===== config.mk =====
export PLATFORM = sky130hd
export DESIGN_NAME = span_layer_renderer
export DESIGN_NICKNAME = d
export VERILOG_FILES = /design/src/rtl/span_layer_renderer.sv
export SDC_FILE = /design/constraint.sdc
export NUM_CORES = 2
export LEC_CHECK = 0
export BUFFER_PORTS_ARGS = -buffer_cell sky130_fd_sc_hd__buf_2
export CAP_MARGIN = 30
export CORE_ASPECT_RATIO = 1.5
export CORE_MARGIN = 4
export CORE_UTILIZATION = 50
export DETAILED_ROUTE_END_ITERATION = 8
export GPL_TIMING_DRIVEN = 1
export PLACE_DENSITY = 0.76
export SYNTH_ARGS = -nofsm -noshare
export SYNTH_HDL_FRONTEND = slang
export SYNTH_SLANG_ARGS = --single-unit

===== constraint.sdc =====
create_clock -name clk -period 56.1 [get_ports clk]
set_input_delay 8.415 -clock clk [delete_from_list [all_inputs] [get_ports clk]]
set_output_delay 8.415 -clock clk [all_outputs]
set_load 0.02 [all_outputs]

===== src/rtl/span_layer_renderer.sv =====
// Animated horizontal span renderer: NUM_BANDS vertical bands of SPANS span pairs,
// positions driven by a double-buffered {rate, base} table and a frame counter.
module span_layer_renderer #(
    parameter int unsigned NUM_BANDS = 8,
    parameter int unsigned SPANS     = 2,
    parameter int unsigned COORD_W   = 10,
    parameter int unsigned RATE_W    = 8,
    parameter int unsigned FRAME_W   = 9,
    parameter int unsigned COLOUR_W  = 6,
    localparam int unsigned E        = 2 * SPANS,
    localparam int unsigned ADDR_W   = $clog2(NUM_BANDS * (E + 1)),
    localparam int unsigned ENTRY_W  = COORD_W + RATE_W
) (
    input  logic                clk,
    input  logic                rst,
    input  logic [COORD_W-1:0]  x_pos,
    input  logic [COORD_W-1:0]  y_pos,
    input  logic                hblank,
    input  logic                next_row,
    input  logic                vsync_pulse,
    input  logic                frame_run,
    input  logic                frame_clr,
    input  logic                cfg_we,
    input  logic [ADDR_W-1:0]   cfg_addr,
    input  logic [ENTRY_W-1:0]  cfg_wdata,
    input  logic [COLOUR_W-1:0] fg_colour,
    input  logic [COLOUR_W-1:0] bg_colour,
    output logic [FRAME_W-1:0]  frame,
    output logic [COLOUR_W-1:0] colour
);

    localparam int unsigned STRIDE = E + 1;
    localparam int unsigned TBL    = NUM_BANDS * STRIDE;
    localparam int unsigned FRAC   = 5;
    localparam int unsigned BAND_W = $clog2(NUM_BANDS + 1);
    localparam int unsigned EDGE_W = $clog2(E + 1);
    localparam int unsigned PROD_W = RATE_W + FRAME_W + 1;

    logic [ENTRY_W-1:0] shadow_tbl [TBL];
    logic [ENTRY_W-1:0] active_tbl [TBL];

    logic               clr_pending;
    logic [BAND_W-1:0]  band;
    logic [EDGE_W-1:0]  edge_idx;
    logic               in_span;

    logic                      y_sel_c;
    logic                      sel_valid_c;
    logic [ADDR_W-1:0]         sel_addr_c;
    logic [ENTRY_W-1:0]        entry_c;
    logic signed [RATE_W-1:0]  rate_c;
    logic signed [PROD_W-1:0]  rate_x_c;
    logic signed [PROD_W-1:0]  frame_x_c;
    logic signed [PROD_W-1:0]  prod_c;
    logic [COORD_W-1:0]        pos_c;
    logic [COORD_W-1:0]        cmp_c;
    logic                      match_c;

    // Shared comparator: Y start of the band pointer during blanking, else current X edge.
    always_comb begin
        y_sel_c     = next_row | hblank;
        sel_valid_c = 1'b0;
        sel_addr_c  = '0;
        entry_c     = '0;
        if (y_sel_c) begin
            sel_valid_c = (band < BAND_W'(NUM_BANDS));
            sel_addr_c  = ADDR_W'(band) * ADDR_W'(STRIDE);
        end else begin
            sel_valid_c = (band != '0) && (edge_idx < EDGE_W'(E));
            sel_addr_c  = ADDR_W'(band - BAND_W'(1)) * ADDR_W'(STRIDE)
                        + ADDR_W'(1) + ADDR_W'(edge_idx);
        end
        if (32'(sel_addr_c) < TBL)
            entry_c = active_tbl[sel_addr_c];
        rate_c    = entry_c[ENTRY_W-1:COORD_W];
        rate_x_c  = PROD_W'(rate_c);
        frame_x_c = PROD_W'({1'b0, frame});
        prod_c    = rate_x_c * frame_x_c;
        pos_c     = entry_c[COORD_W-1:0] + COORD_W'(prod_c >>> FRAC);
        cmp_c     = y_sel_c ? y_pos : x_pos;
        match_c   = sel_valid_c && (pos_c == cmp_c);
    end

    // Shadow takes writes; active is refreshed from shadow (plus any same-cycle write) on vsync.
    always_ff @(posedge clk or posedge rst) begin
        if (rst) begin
            for (int unsigned i = 0; i < TBL; i++) begin
                shadow_tbl[i] <= '0;
                active_tbl[i] <= '0;
            end
        end else begin
            if (cfg_we && (32'(cfg_addr) < TBL))
                shadow_tbl[cfg_addr] <= cfg_wdata;
            if (vsync_pulse) begin
                for (int unsigned i = 0; i < TBL; i++)
                    active_tbl[i] <= (cfg_we && (32'(cfg_addr) == i)) ? cfg_wdata : shadow_tbl[i];
            end
        end
    end

    // Frame counter with deferred clear.
    always_ff @(posedge clk or posedge rst) begin
        if (rst) begin
            frame       <= '0;
            clr_pending <= 1'b0;
        end else if (vsync_pulse) begin
            frame       <= (clr_pending | frame_clr) ? '0 : frame + FRAME_W'(frame_run);
            clr_pending <= 1'b0;
        end else if (frame_clr) begin
            clr_pending <= 1'b1;
        end
    end

    // Band / edge pointers and span state; vsync wins over comparator updates.
    always_ff @(posedge clk or posedge rst) begin
        if (rst) begin
            band     <= '0;
            edge_idx <= '0;
            in_span  <= 1'b0;
        end else if (vsync_pulse) begin
            band     <= '0;
            edge_idx <= '0;
            in_span  <= 1'b0;
        end else if (y_sel_c) begin
            edge_idx <= '0;
            in_span  <= 1'b0;
            if (match_c)
                band <= band + BAND_W'(1);
        end else if (match_c) begin
            edge_idx <= edge_idx + EDGE_W'(1);
            in_span  <= ~in_span;
        end
    end

    always_ff @(posedge clk or posedge rst) begin
        if (rst)
            colour <= '0;
        else
            colour <= in_span ? fg_colour : bg_colour;
    end

endmodule

==> results.ini <==
[run_status]
status=finished, final reports clean

[clock_tree]
ctsResizeCount=0
htreeDepth=3
cts_root_buffer=clkbuf_16
cts_buffers=120
clkTransAtPathRegs_ns=0.07
post-cts-setup-buffers=0
clock-sinks=1464
cts_tree=built
clock_path_buffers=3
cts_hold_buf=0
clk-insertion-delay-late_ns=0.76

[grt]
grtUsageTotal_pct=23.6
gr-total-overflow=0
grtUsageMet3_pct=3.65
top_usage_layer=met2
grt_pass1_vias=39571
met1_usage_pct=28.7
grt_max_degree=161
grt_antenna_before_repair=8
grt_pass1_wl_um=242000
grt_util_met2_pct=40.3

[finish]
syn2layout_area_growth_pct=10.5
final_cell_mix=dfrtp_1, mux2_2, nand2_1
multiInputGateArea_mm2=0.0263
drive_gt1_share_pct=44.5
layout_commonest_cell=dfrtp_1
postLayoutCellArea_mm2=0.0710
fill_cells=9954
final_cells=6230
seq_area_mm2=0.0366
finalNetCount=4587

[floorplanning]
initial_core_util_pct=50.5
core.rowCount=160
core_area_mm2=0.127
io_pins=79
die-area_mm2=0.134
die_w_um=301
die_h_um=447

[min_path]
min_path_cells=1
hold_path_startpoint=shadow_tbl[80]
hold_class=reg -> reg
min_to=shadow_tbl[80]

[synthesis]
ys_seq_area_share_pct=57.0
ys_ff_latch=1464
syn_avg_cell_area_um2=14.5
netlist_instances=4438
ys_types=78
synth_edf_count=0
ys_warn_count=0
syn_nets=4607
ys.flop_type=dfrtp_1
async_flop_share_pct=100
synth_area_mm2=0.0643

[placed_design]
dp_hpwl_um=96200
pre_cts_ws_ns=37.28
port_buffers=78
dpl_cell_area_mm2=0.0666
placed_cells=5992
place_congestion=0.866

[job]
cap_violations=0

[drt]
drc=0
drtAntennaViolNets=0
wl_um=157000
vias=37121
drtIter0Drc=2548
drt-vias-per-instance=5.96
dr.pass1.iters=8
wl_per_cell_um=25.2

[setup_path]
r2r_start=band[0]
slowest_stage=or3b_1
rr_endpoint=band[2]
critPathRequiredTime_ns=56.74
startpoint_type=input pin
reg2regPathDepth=38
arrival_ns=18.39
cp-end-kind=flop
crit_top_cell=fa_1
worstSetupPathType=in -> reg
cpPeakStageDelay_ns=0.80
path_max_fanout=43
r2r_slack_ns=44.09

[timing]
period_share_pct=31.6
hold_violations=0
worst_slack_ns=38.35
max_slew.worst_pin.slew_ns=1.10
final-max-slew-violation-count=0
max_freq_mhz=56.3
finalSetupViolCount=0
rsz0062_at_grt=false
skew_ns=0.0413
setup_tns_ns=0
relSlewSlack_pct=24.9
layout_min_cycle_time_ns=17.75

[power]
peakVddDrop_v=0.0000288
powerDensity_mw_per_mm2=35.1
p_leak_uw=0.0334

-- report_power, final --
part	switching, µW	leakage, µW	internal [µW]
sequential	60.4	0.0195	1200
clock	394	0.00213	513
combinational	155	0.0118	169
total	609	0.0334	1890
-- cell type report --
type                    count  area share (%)
diodes                      5          0.0176
clock buffers             179            5.09
clock inverters            49            1.02
inverters                  66           0.359
multi-input cells        2590            37.0
flip-flops and latches   1464            51.6
well taps                1701            3.00
repair buffers            176            1.97
-- through the flow --
step | power (µW) | hold WS (ns) | utilization (%)
floorplan | 1520 | 0.467 | -
global placement | 1590 | 0.474 | 52.1
detailed placement | 1610 | 0.478 | 52.3
CTS | 2510 | 0.492 | 55.7
global route | 2600 | 0.500 | 55.8
finish | 2500 | 0.490 | 55.8
-- critical path, delay by kind of cell --
kind	cells	cell delay (ns)
AO/OA/AOI/OAI	10	2.44
XOR/XNOR	3	0.69
adder cells (fa/ha/maj)	6	2.46
buffers and inverters	5	1.40
multiplexers	2	0.59
AND/OR/NAND/NOR	6	2.27
-- cells in the mapped netlist, drive strengths merged (4+ instances only) --
| master | count | area, µm² |
|---|---|---|
| or4 | 4 | 30.0 |
| clkbuf | 248 | 931 |
| mux2 | 1445 | 16300 |
| nor2 | 37 | 144 |
| ha | 60 | 751 |
| nand2 | 328 | 1240 |
| a21o | 6 | 45.0 |
| mux4 | 125 | 2820 |
| a211oi | 19 | 143 |
| o32ai | 12 | 105 |
| buf | 70 | 365 |
| o2bb2ai | 11 | 96.3 |
| a31oi | 7 | 43.8 |
| inv | 66 | 248 |
| o211ai | 15 | 118 |
| nor4b | 4 | 35.0 |
| xnor2 | 30 | 263 |
| and3 | 50 | 313 |
| o31ai | 7 | 52.6 |
| nor4 | 6 | 58.8 |
| fa | 45 | 901 |
| and2 | 31 | 194 |
| nand3 | 77 | 385 |
| a21oi | 33 | 165 |
| a311oi | 34 | 298 |
| or3 | 4 | 25.0 |
| a2111oi | 12 | 124 |
| xor2 | 11 | 96.3 |
| nor3 | 13 | 70.1 |
| nor3b | 7 | 57.6 |
| dfrtp | 1464 | 36600 |
| a211o | 5 | 43.8 |
| o21ai | 38 | 198 |
| o2111ai | 8 | 76.3 |
| nor2b | 6 | 37.5 |
| or2 | 10 | 62.6 |
| nand2b | 7 | 43.8 |
| o21a | 4 | 30.0 |
| mux2i | 40 | 400 |
-- cells by family (layout without fill, tap and decap cells) --
family                     Yosys count  in the layout  share of synthesized area (%)
other                                0              5                              0
DFF                               1464           1464                           57.0
adders and majority gates          105            105                           2.57
AOI/OAI and AO/OA                  241            241                           2.82
buffers and inverters              384            470                           2.40
muxes                             1610           1610                           30.3
and+or+nand+nor                    592            592                           4.31
xor gates and xnor gates            42             42                          0.596
-- layer usage --
| metal | routed length (µm) | share of wire [%] | vias up |
|---|---|---|---|
| met5 | 53 | 0.034 | - |
| met4 | 10200 | 6.5 | 8 |
| met3 | 7730 | 4.9 | 396 |
| met2 | 78300 | 50 | 990 |
| met1 | 60600 | 39 | 19907 |
| li1 | - | - | 15820 |
-- worst max path at each step --
stage	to	slack (ns)	from	cells past startpoint
2_1_floorplan	active_tbl[0]	6.39	rst	1
3_3_place_gp	band[2]	37.47	hblank	32
3_5_place_dp	band[2]	37.28	hblank	31
4_1_cts	band[2]	38.06	hblank	31
5_1_grt	band[2]	37.84	hblank	36
6_report	band[2]	38.35	hblank	32
-- flip-flops by register name, summed over array words and instances (netlist names) --
signal,flops
active_tbl,720
shadow_tbl,720
in_span,1
band,4
frame,9
edge_idx,3
colour,6
clr_pending,1
(Power assumes the default switching activity.)
